--- config.mk ---
export PLATFORM = sky130hd
export DESIGN_NAME = hazard_ctrl_seq
export DESIGN_NICKNAME = d
export VERILOG_FILES = /design/src/rtl/hazard_ctrl_seq.sv
export SDC_FILE = /design/constraint.sdc
export NUM_CORES = 1
export LEC_CHECK = 0
export ABC_AREA = 0
export CELL_PAD_IN_SITES_DETAIL_PLACEMENT = 1
export CELL_PAD_IN_SITES_GLOBAL_PLACEMENT = 1
export CORE_MARGIN = 5
export CORE_UTILIZATION = 36
export CTS_BUF_LIST = sky130_fd_sc_hd__clkbuf_8
export DETAILED_ROUTE_END_ITERATION = 10
export GPL_TIMING_DRIVEN = 0
export MAX_ROUTING_LAYER = met4
export PLACE_DENSITY = 0.92
export SLEW_MARGIN = 5
export SYNTH_ARGS = -nofsm -noshare
export SYNTH_HDL_FRONTEND = slang
export SYNTH_SLANG_ARGS = --single-unit
--- constraint.sdc ---
create_clock -name clk -period 3.99 [get_ports clk]
set_clock_uncertainty 0.05 [all_clocks]
set_input_delay 0.9975 -clock clk [delete_from_list [all_inputs] [get_ports clk]]
set_output_delay 0.9975 -clock clk [all_outputs]
set_load 0.03 [all_outputs]
--- src/rtl/hazard_ctrl_seq.sv ---
// Hazard control for the 5-stage pipeline: load-use stalls (with multi-cycle
// load latency), ID-stage branch-compare hazards, MEM-to-ID branch operand
// forwarding, taken-branch squash and a saturating stall-cycle counter.
module hazard_ctrl_seq #(
  parameter int AW       = 5,
  parameter int LOAD_LAT = 1,
  parameter int BR_IN_ID = 1,
  parameter int CNT_W    = 16
) (
  input  logic             clk,
  input  logic             rst_n,
  input  logic [AW-1:0]    id_rs,
  input  logic [AW-1:0]    id_rt,
  input  logic             id_use_rs,
  input  logic             id_use_rt,
  input  logic             id_branch,
  input  logic             ex_regwrite,
  input  logic             ex_memread,
  input  logic [AW-1:0]    ex_dst,
  input  logic             mem_regwrite,
  input  logic             mem_memread,
  input  logic [AW-1:0]    mem_dst,
  input  logic             br_taken,
  input  logic             cnt_clr,
  output logic             stall,
  output logic             id_flush,
  output logic             if_flush,
  output logic             fwd_a,
  output logic             fwd_b,
  output logic             busy,
  output logic [CNT_W-1:0] stall_cnt
);

  typedef enum logic {
    IDLE    = 1'b0,
    LD_WAIT = 1'b1
  } state_t;

  // The IDLE cycle that detects the hazard is the first stall cycle, so
  // LD_WAIT only has to cover the remaining LOAD_LAT-1 cycles.
  localparam logic [3:0]       REM_INIT  = 4'(LOAD_LAT - 1);
  localparam logic             MULTI_LAT = (LOAD_LAT > 1);
  localparam logic             BR_EN     = (BR_IN_ID != 0);
  localparam logic [CNT_W-1:0] CNT_ONE   = 1;

  state_t     state_q, state_d;
  logic [3:0] rem_q, rem_d;

  logic ex_rs_hit, ex_rt_hit, ex_hit;
  logic mem_rs_hit, mem_rt_hit, mem_hit;
  logic load_use, br_ex_haz, br_mem_ld_haz, br_mem_fwd;

  logic stall_raw, id_flush_raw, fwd_a_raw, fwd_b_raw;

  // Register 0 is hard-wired, so it never creates a dependency.
  function automatic logic reg_match(input logic          use_r,
                                     input logic [AW-1:0] r,
                                     input logic [AW-1:0] dst);
    return use_r && (r != '0) && (r == dst);
  endfunction

  assign ex_rs_hit  = reg_match(id_use_rs, id_rs, ex_dst);
  assign ex_rt_hit  = reg_match(id_use_rt, id_rt, ex_dst);
  assign ex_hit     = ex_rs_hit | ex_rt_hit;
  assign mem_rs_hit = reg_match(id_use_rs, id_rs, mem_dst);
  assign mem_rt_hit = reg_match(id_use_rt, id_rt, mem_dst);
  assign mem_hit    = mem_rs_hit | mem_rt_hit;

  assign load_use      = ex_memread & ex_hit;
  assign br_ex_haz     = BR_EN & id_branch & ex_regwrite & ex_hit;
  assign br_mem_ld_haz = BR_EN & id_branch & mem_memread & mem_regwrite & mem_hit;
  assign br_mem_fwd    = BR_EN & id_branch & mem_regwrite & mem_hit;

  // State and remaining-stall register; reset aborts any load wait.
  always_ff @(posedge clk or negedge rst_n) begin
    if (!rst_n) begin
      state_q <= IDLE;
      rem_q   <= '0;
    end else begin
      state_q <= state_d;
      rem_q   <= rem_d;
    end
  end

  // Next state: enter LD_WAIT on a multi-cycle load-use, leave when rem hits 1.
  always_comb begin
    state_d = state_q;
    rem_d   = rem_q;
    case (state_q)
      IDLE: begin
        if (load_use && MULTI_LAT) begin
          state_d = LD_WAIT;
          rem_d   = REM_INIT;
        end
      end
      LD_WAIT: begin
        rem_d = rem_q - 4'd1;
        if (rem_q == 4'd1) state_d = IDLE;
      end
      default: begin
        state_d = IDLE;
        rem_d   = '0;
      end
    endcase
  end

  // Outputs: prioritised hazard decode in IDLE, unconditional bubble in LD_WAIT.
  always_comb begin
    stall_raw    = 1'b0;
    id_flush_raw = 1'b0;
    fwd_a_raw    = 1'b0;
    fwd_b_raw    = 1'b0;
    case (state_q)
      IDLE: begin
        if (load_use || br_ex_haz || br_mem_ld_haz) begin
          stall_raw    = 1'b1;
          id_flush_raw = 1'b1;
        end else if (br_mem_fwd) begin
          fwd_a_raw = mem_rs_hit;
          fwd_b_raw = mem_rt_hit;
        end
      end
      LD_WAIT: begin
        stall_raw    = 1'b1;
        id_flush_raw = 1'b1;
      end
      default: begin
        stall_raw    = 1'b0;
        id_flush_raw = 1'b0;
      end
    endcase
  end

  // Combinational outputs are forced low for as long as reset is asserted.
  assign stall    = rst_n & stall_raw;
  assign id_flush = rst_n & id_flush_raw;
  assign fwd_a    = rst_n & fwd_a_raw;
  assign fwd_b    = rst_n & fwd_b_raw;
  assign if_flush = rst_n & br_taken & ~stall_raw;
  assign busy     = (state_q == LD_WAIT);

  // Stall-cycle counter: clear wins, otherwise count stalls up to all-ones.
  always_ff @(posedge clk or negedge rst_n) begin
    if (!rst_n) begin
      stall_cnt <= '0;
    end else if (cnt_clr) begin
      stall_cnt <= '0;
    end else if (stall_raw && (stall_cnt != '1)) begin
      stall_cnt <= stall_cnt + CNT_ONE;
    end
  end

endmodule
# After elaboration in Yosys (flattened, before gate mapping)

Cells that the tools add are included.

$add $sub $neg: 2
Bitwise operators: 17
Multiplexer cells: 12
Equality and inequality tests: 6
Reductions and logical operators: 12

Operators by type and width:

| operator              | number |
|---|---|
| $mux 16               | 2 |
| $eq 5x5->1            | 4 |
| $add 16x1->16 const B | 1 |
| $ne 16x16->1 const B  | 1 |
| $and 1x1->1           | 13 |
| $reduce_bool 5->1     | 2 |
| $mux 1                | 9 |
| $logic_and 1x1->1     | 7 |
| $eq 4x1->1 const B    | 1 |
| $sub 4x1->4 const B   | 1 |
| $logic_or 1x1->1      | 2 |
| $not 1->1             | 2 |
| $or 1x1->1            | 2 |
| $pmux 1 s2            | 1 |
| $reduce_bool 2->1     | 1 |

Word-level logic and storage cells: 52
Input port bits: 31
Register bits: 21
Output and inout port bits: 22

# Depth between registers and ports, before layout

Depth after elaboration: 12
Gate-level depth with buffers: 7
Gate-level depth less buffers: 7

# Least setup slack after synthesis

No wires, ideal clock.

Path type: in2out
From: in id_rs[1]
To: out stall
Cell stages on the path: 7
Buffers on the path: 1
Data arrival time: 2.628 ns
Setup slack: 0.314 ns
Cells stage by stage: xnor2_1 -> nand4_1 -> nor4_2 -> o21ai_2 -> and3_1 -> nor2b_1 -> buf_4

Cells in the longest elaborated chain, start to end: 10
Elaborated cells on any way between the ends: 16
Classes of those cells: 2 x eq/ne; 2 x mux; 6 x bitwise; 6 x reduce/logical

RTL lines:

| item                                  | RTL line | text |
|---|---|---|
| from (decl)                           | 12       | `input logic [AW-1:0] id_rs,` |
| $reduce_bool 5->1                     | 59       | `return use_r && (r != '0) && (r == dst);` |
| $logic_and 1x1->1 (2 in a row)        | 59       |  |
| $or 1x1->1                            | 64       | `assign ex_hit = ex_rs_hit \| ex_rt_hit;` |
| $and 1x1->1, on equally long branches | 69, 70   |  |
| $logic_or 1x1->1                      | 115      | `if (load_use \|\| br_ex_haz \|\| br_mem_ld_haz) begin` |
| $logic_or 1x1->1 (*)                  | 115      |  |
| $mux 1 (*)                            | -        |  |
| $pmux 1 s2 (*)                        | -        |  |
| $and 1x1->1 (*)                       | -        |  |
| to (decl)                             | 25       | `output logic stall,` |

Every way passes the cells marked *; elsewhere a longest branch is shown, timed or not.

# Worst setup path after layout

From: in id_rt[1]
To: out fwd_b

Cells in the longest elaborated chain, start to end: 10
Elaborated cells on any way between the ends: 18
Classes of those cells: 2 x eq/ne; 3 x mux; 7 x bitwise; 6 x reduce/logical

RTL lines:

| item                                  | RTL line | text |
|---|---|---|
| from (decl)                           | 13       | `input logic [AW-1:0] id_rt,` |
| $reduce_bool 5->1                     | 59       |  |
| $logic_and 1x1->1 (2 in a row)        | 59       |  |
| $or 1x1->1                            | 64       |  |
| $and 1x1->1, on equally long branches | 69, 70   |  |
| $logic_or 1x1->1 (2 in a row)         | 115      |  |
| $mux 1 (*)                            | 115      |  |
| $mux 1 (*)                            | 113      | `case (state_q)` |
| $and 1x1->1 (*)                       | 138      | `assign fwd_b = rst_n & fwd_b_raw;` |
| to (decl)                             | 29       | `output logic fwd_b,` |

Marks and branches as above.

==> results.md <==
Clock network:
- After clock tree synthesis, the clock-pin slew on the worst setup and hold paths is 0.07 ns.
- The clock root buffer master is sky130_fd_sc_hd__clkbuf_8.
- The tree built by TritonCTS fans out to 21 sinks.
- The clock tree from TritonCTS is done.
- The number of hold buffers added after CTS was 0.
- The maximum buffer depth of the clock tree is 2.
- The clock insertion delay at the later pin of the skew report is 0.26 ns.
- The number of buffers added by the clock tree synthesis step is 3.
- The number of levels the H-tree was split into is 1.

Floorplan:
- The starting density of the core is 0.365.
- The region available for standard cell placement spans 3910 um2.
- The horizontal die dimension is 73 um.
- In this run the core area contains 23 standard-cell rows.
- The top-level port count is 53.
- The floorplan step defined a die boundary enclosing 5330 um2.
- The chip height is 73 um.

Timing:
- Setup slack closes at 0.0365 ns.
- The final number of max-transition violations is 0.
- The relative slew slack is 0.288.
- For this run, the top clock speed supported by timing is 0.253 GHz.
- The routed design could run at a clock period as short as 3.95 ns.
- The final setup violation count is 0.
- Setup repair after global routing could not meet its margin everywhere.
- The final worst-path cycle share is 0.991.
- The hold violation count in the final report is 0.
- The final-layout setup total negative slack is 0 ns.
- At the pin with the least slew margin, the transition time is 1.07 ns.

Min path:
- The cell depth of the worst hold path is 1.
- The tightest min-delay check is of the reg2reg type.

Yosys:
- The number of synthesized flops with an enable pin is 0.
- The number of library cell types mapped by synthesis is 37.
- By area the synthesized netlist is led by sky130_fd_sc_hd__dfrtp_1, sky130_fd_sc_hd__xnor2_1, sky130_fd_sc_hd__xor2_1.
- The main flop type after synthesis is sky130_fd_sc_hd__dfrtp_1.
- The share of synthesized registers carrying an async set or reset is 1.00.
- The net count after synthesis is 187.
- The Yosys step of the flow raised 0 warnings.
- The dominant cell by count in the synthesized netlist is sky130_fd_sc_hd__dfrtp_1.
- The per-instance average area after synthesis is 9.34 um2.
- The sequential cell area fraction in the yosys report is 0.368.
- The cell count after synthesis came out at 153.
- The cell type contributing the most total cell area after synthesis is sky130_fd_sc_hd__dfrtp_1.
- Ranked by instance count, the synthesized netlist is headed by sky130_fd_sc_hd__dfrtp_1, sky130_fd_sc_hd__xnor2_1, sky130_fd_sc_hd__nor2_1.
- The mapped cell area is 1430 um2.
- The flop and latch count out of synthesis is 21.
- The share of synthesized area in the top cell type comes to 0.368.

Critical path:
- The critical path is of the in2out type.
- The number of cells on the worst reg-to-reg path is 7.
- STA puts the critical path data required time at 2.94 ns.
- The data arrival time of the critical path is 2.91 ns.
- The sort of element at the start of the critical path is a primary input.
- The endpoint type of the worst setup path is an output port.
- In this run the worst path has a maximum fanout of 5.

Pwr:
- Across the VDD grid, the largest voltage drop is 0.000113 V.
- Power spread over the standard cell area amounts to 208 nW/um2.
- The leakage power is 0.884 nW.

GRT:
- The wire length of the first global-routing pass is 6660 um.
- In the global route stage, overall resource usage came out at 0.164.
- The number of antenna violations at the first check in global routing is 0.
- The number of global-route vias before repair is 1496.
- Entering global routing, the biggest net connects 26 pins.
- The total overflow left after global routing is 0.

Layout:
- The area added between synthesis and finish is 48.1%.
- At the end of the flow the core is filled with cells to 0.541.
- In the final layout, the share of cells above drive strength 1 is 0.133.
- The number of antenna diodes is 0.
- The final standard cell area without fillers is 2120 um2.
- The count of placed standard cells in the final layout, fillers left out is 261.
- The net count of the finished layout is 246.

Detailed routing:
- The detailed-route DRC error count is 0.
- The routed via count divided by cell count is 5.39.
- The count of nets left with antenna violations once routing finished came out at 0.
- The first detailed-routing pass ran for 4 iterations.
- The via count is 1408.
- The detailed router finished its first iteration with 43 violations.
- The detailed-route wire length is 4200 um.
- Dividing the detail-routed wire length by the instance count gives 16.1 um.

Placed design:
- The final weighted congestion in routability-driven placement is 0.827.
- Prior to clock tree synthesis, the placed netlist has a worst setup slack of -0.815 ns.
- The number of placed cells counting well taps is 255.
- In this run the cell area measured after placement is 2010 um2.
- Port buffering added 52 buffers.
- Detailed placement ended at an HPWL of 3300 um.

Outcome:
- The flow ran to the end, and the final reports show no timing, DRC or antenna violations.

Job:
- Across the run, the number of max-cap violations was 0.
-- cell type report --
cell class                      count  area (um2)
Inverter                            7        26.3
Fill cell                         463        1800
Clock buffer                        3        41.3
Sequential cell                    21         526
Timing Repair Buffer               54         518
Tap cell                           50        62.6
Multi-Input combinational cell    122         923
Clock inverter                      1        3.75
Buffer                              3        15.0
-- worst paths after layout --
kind | endpoint | slack (ns) | start
min in group asynchronous | stall_cnt[4]$_DFFE_PN0P_ | 0.87 | rst_n
worst min-delay path | rem_q[3]$_DFFE_PN0P_ | 0.43 | rem_q[3]$_DFFE_PN0P_
max in group asynchronous | stall_cnt[0]$_DFFE_PN0P_ | 2.38 | rst_n
worst min register to register | rem_q[3]$_DFFE_PN0P_ | 0.43 | rem_q[3]$_DFFE_PN0P_
worst max register to register | stall_cnt[4]$_DFFE_PN0P_ | 1.51 | stall_cnt[7]$_DFFE_PN0P_
worst max-delay path | fwd_b | 0.04 | id_rt[1]
-- layout by cell type, fill, tap and decap left out, types with 3 or more instances in the layout --
master                             n
sky130_fd_sc_hd__clkdlybuf4s50_1  38
sky130_fd_sc_hd__dfrtp_1          21
sky130_fd_sc_hd__xnor2_1          17
sky130_fd_sc_hd__nor2_1           13
sky130_fd_sc_hd__inv_1             8
sky130_fd_sc_hd__xor2_1            8
sky130_fd_sc_hd__nand2_1           7
sky130_fd_sc_hd__and3_1            7
sky130_fd_sc_hd__a21oi_1           7
sky130_fd_sc_hd__nor2b_1           7
sky130_fd_sc_hd__dlygate4sd2_1     7
sky130_fd_sc_hd__nand3_1           6
sky130_fd_sc_hd__nand4_1           5
sky130_fd_sc_hd__mux2_1            5
sky130_fd_sc_hd__o21ai_0           5
sky130_fd_sc_hd__buf_4             5
sky130_fd_sc_hd__nor4_2            3
sky130_fd_sc_hd__or3_1             3
sky130_fd_sc_hd__ha_1              3
sky130_fd_sc_hd__clkbuf_8          3
-- cells by family after synthesis --
group,Yosys count,synth area share
xor+xnor,25,0.153
mux,7,0.0569
fa+ha+maj,3,0.0263
flops,21,0.368
simple gates,63,0.253
buf+inv,10,0.0289
compound gates,24,0.114
-- flip-flops by register name, indices dropped and copies added (netlist names) --
register and cells:
rem_q 4, busy 1, stall_cnt 16
-- per-stage QoR --
step                power, mW  hold slack (ns)
global placement        0.299            0.410
finish                  0.439            0.426
floorplan               0.249            0.393
CTS                     0.440            0.437
global route            0.458            0.457
detailed placement      0.302            0.418
-- critical path: stages --
cell and delay [ns]:
sky130_fd_sc_hd__dlygate4sd2_1 0.28, sky130_fd_sc_hd__or4_4 0.56, sky130_fd_sc_hd__o21ai_4 0.21, sky130_fd_sc_hd__nor4_2 0.08, sky130_fd_sc_hd__o21ai_2 0.17, sky130_fd_sc_hd__and3_4 0.24, sky130_fd_sc_hd__and3_1 0.18, sky130_fd_sc_hd__buf_4 0.17
-- layer usage --
layer  global-route usage  part of all wire  vias to the layer above
met1                0.182              0.40                      681
met2                0.289              0.51                       55
met4               0.0533             0.017                        0
met5                    -                 0                        -
li1                     -                 -                      665
met3               0.0372             0.081                        7
-- power breakdown --
part           internal (mW)  switching [mW]
sequential             0.213        0.000549
combinational         0.0445          0.0427
clock                 0.0687          0.0700
-- timing repair --
action                     in CTS  in global routing
resized for setup              37                 15
setup buffers                   2                  0
setup endpoints to repair       5                  5
pin swaps                       6                  2
(Power assumes the default switching activity.)
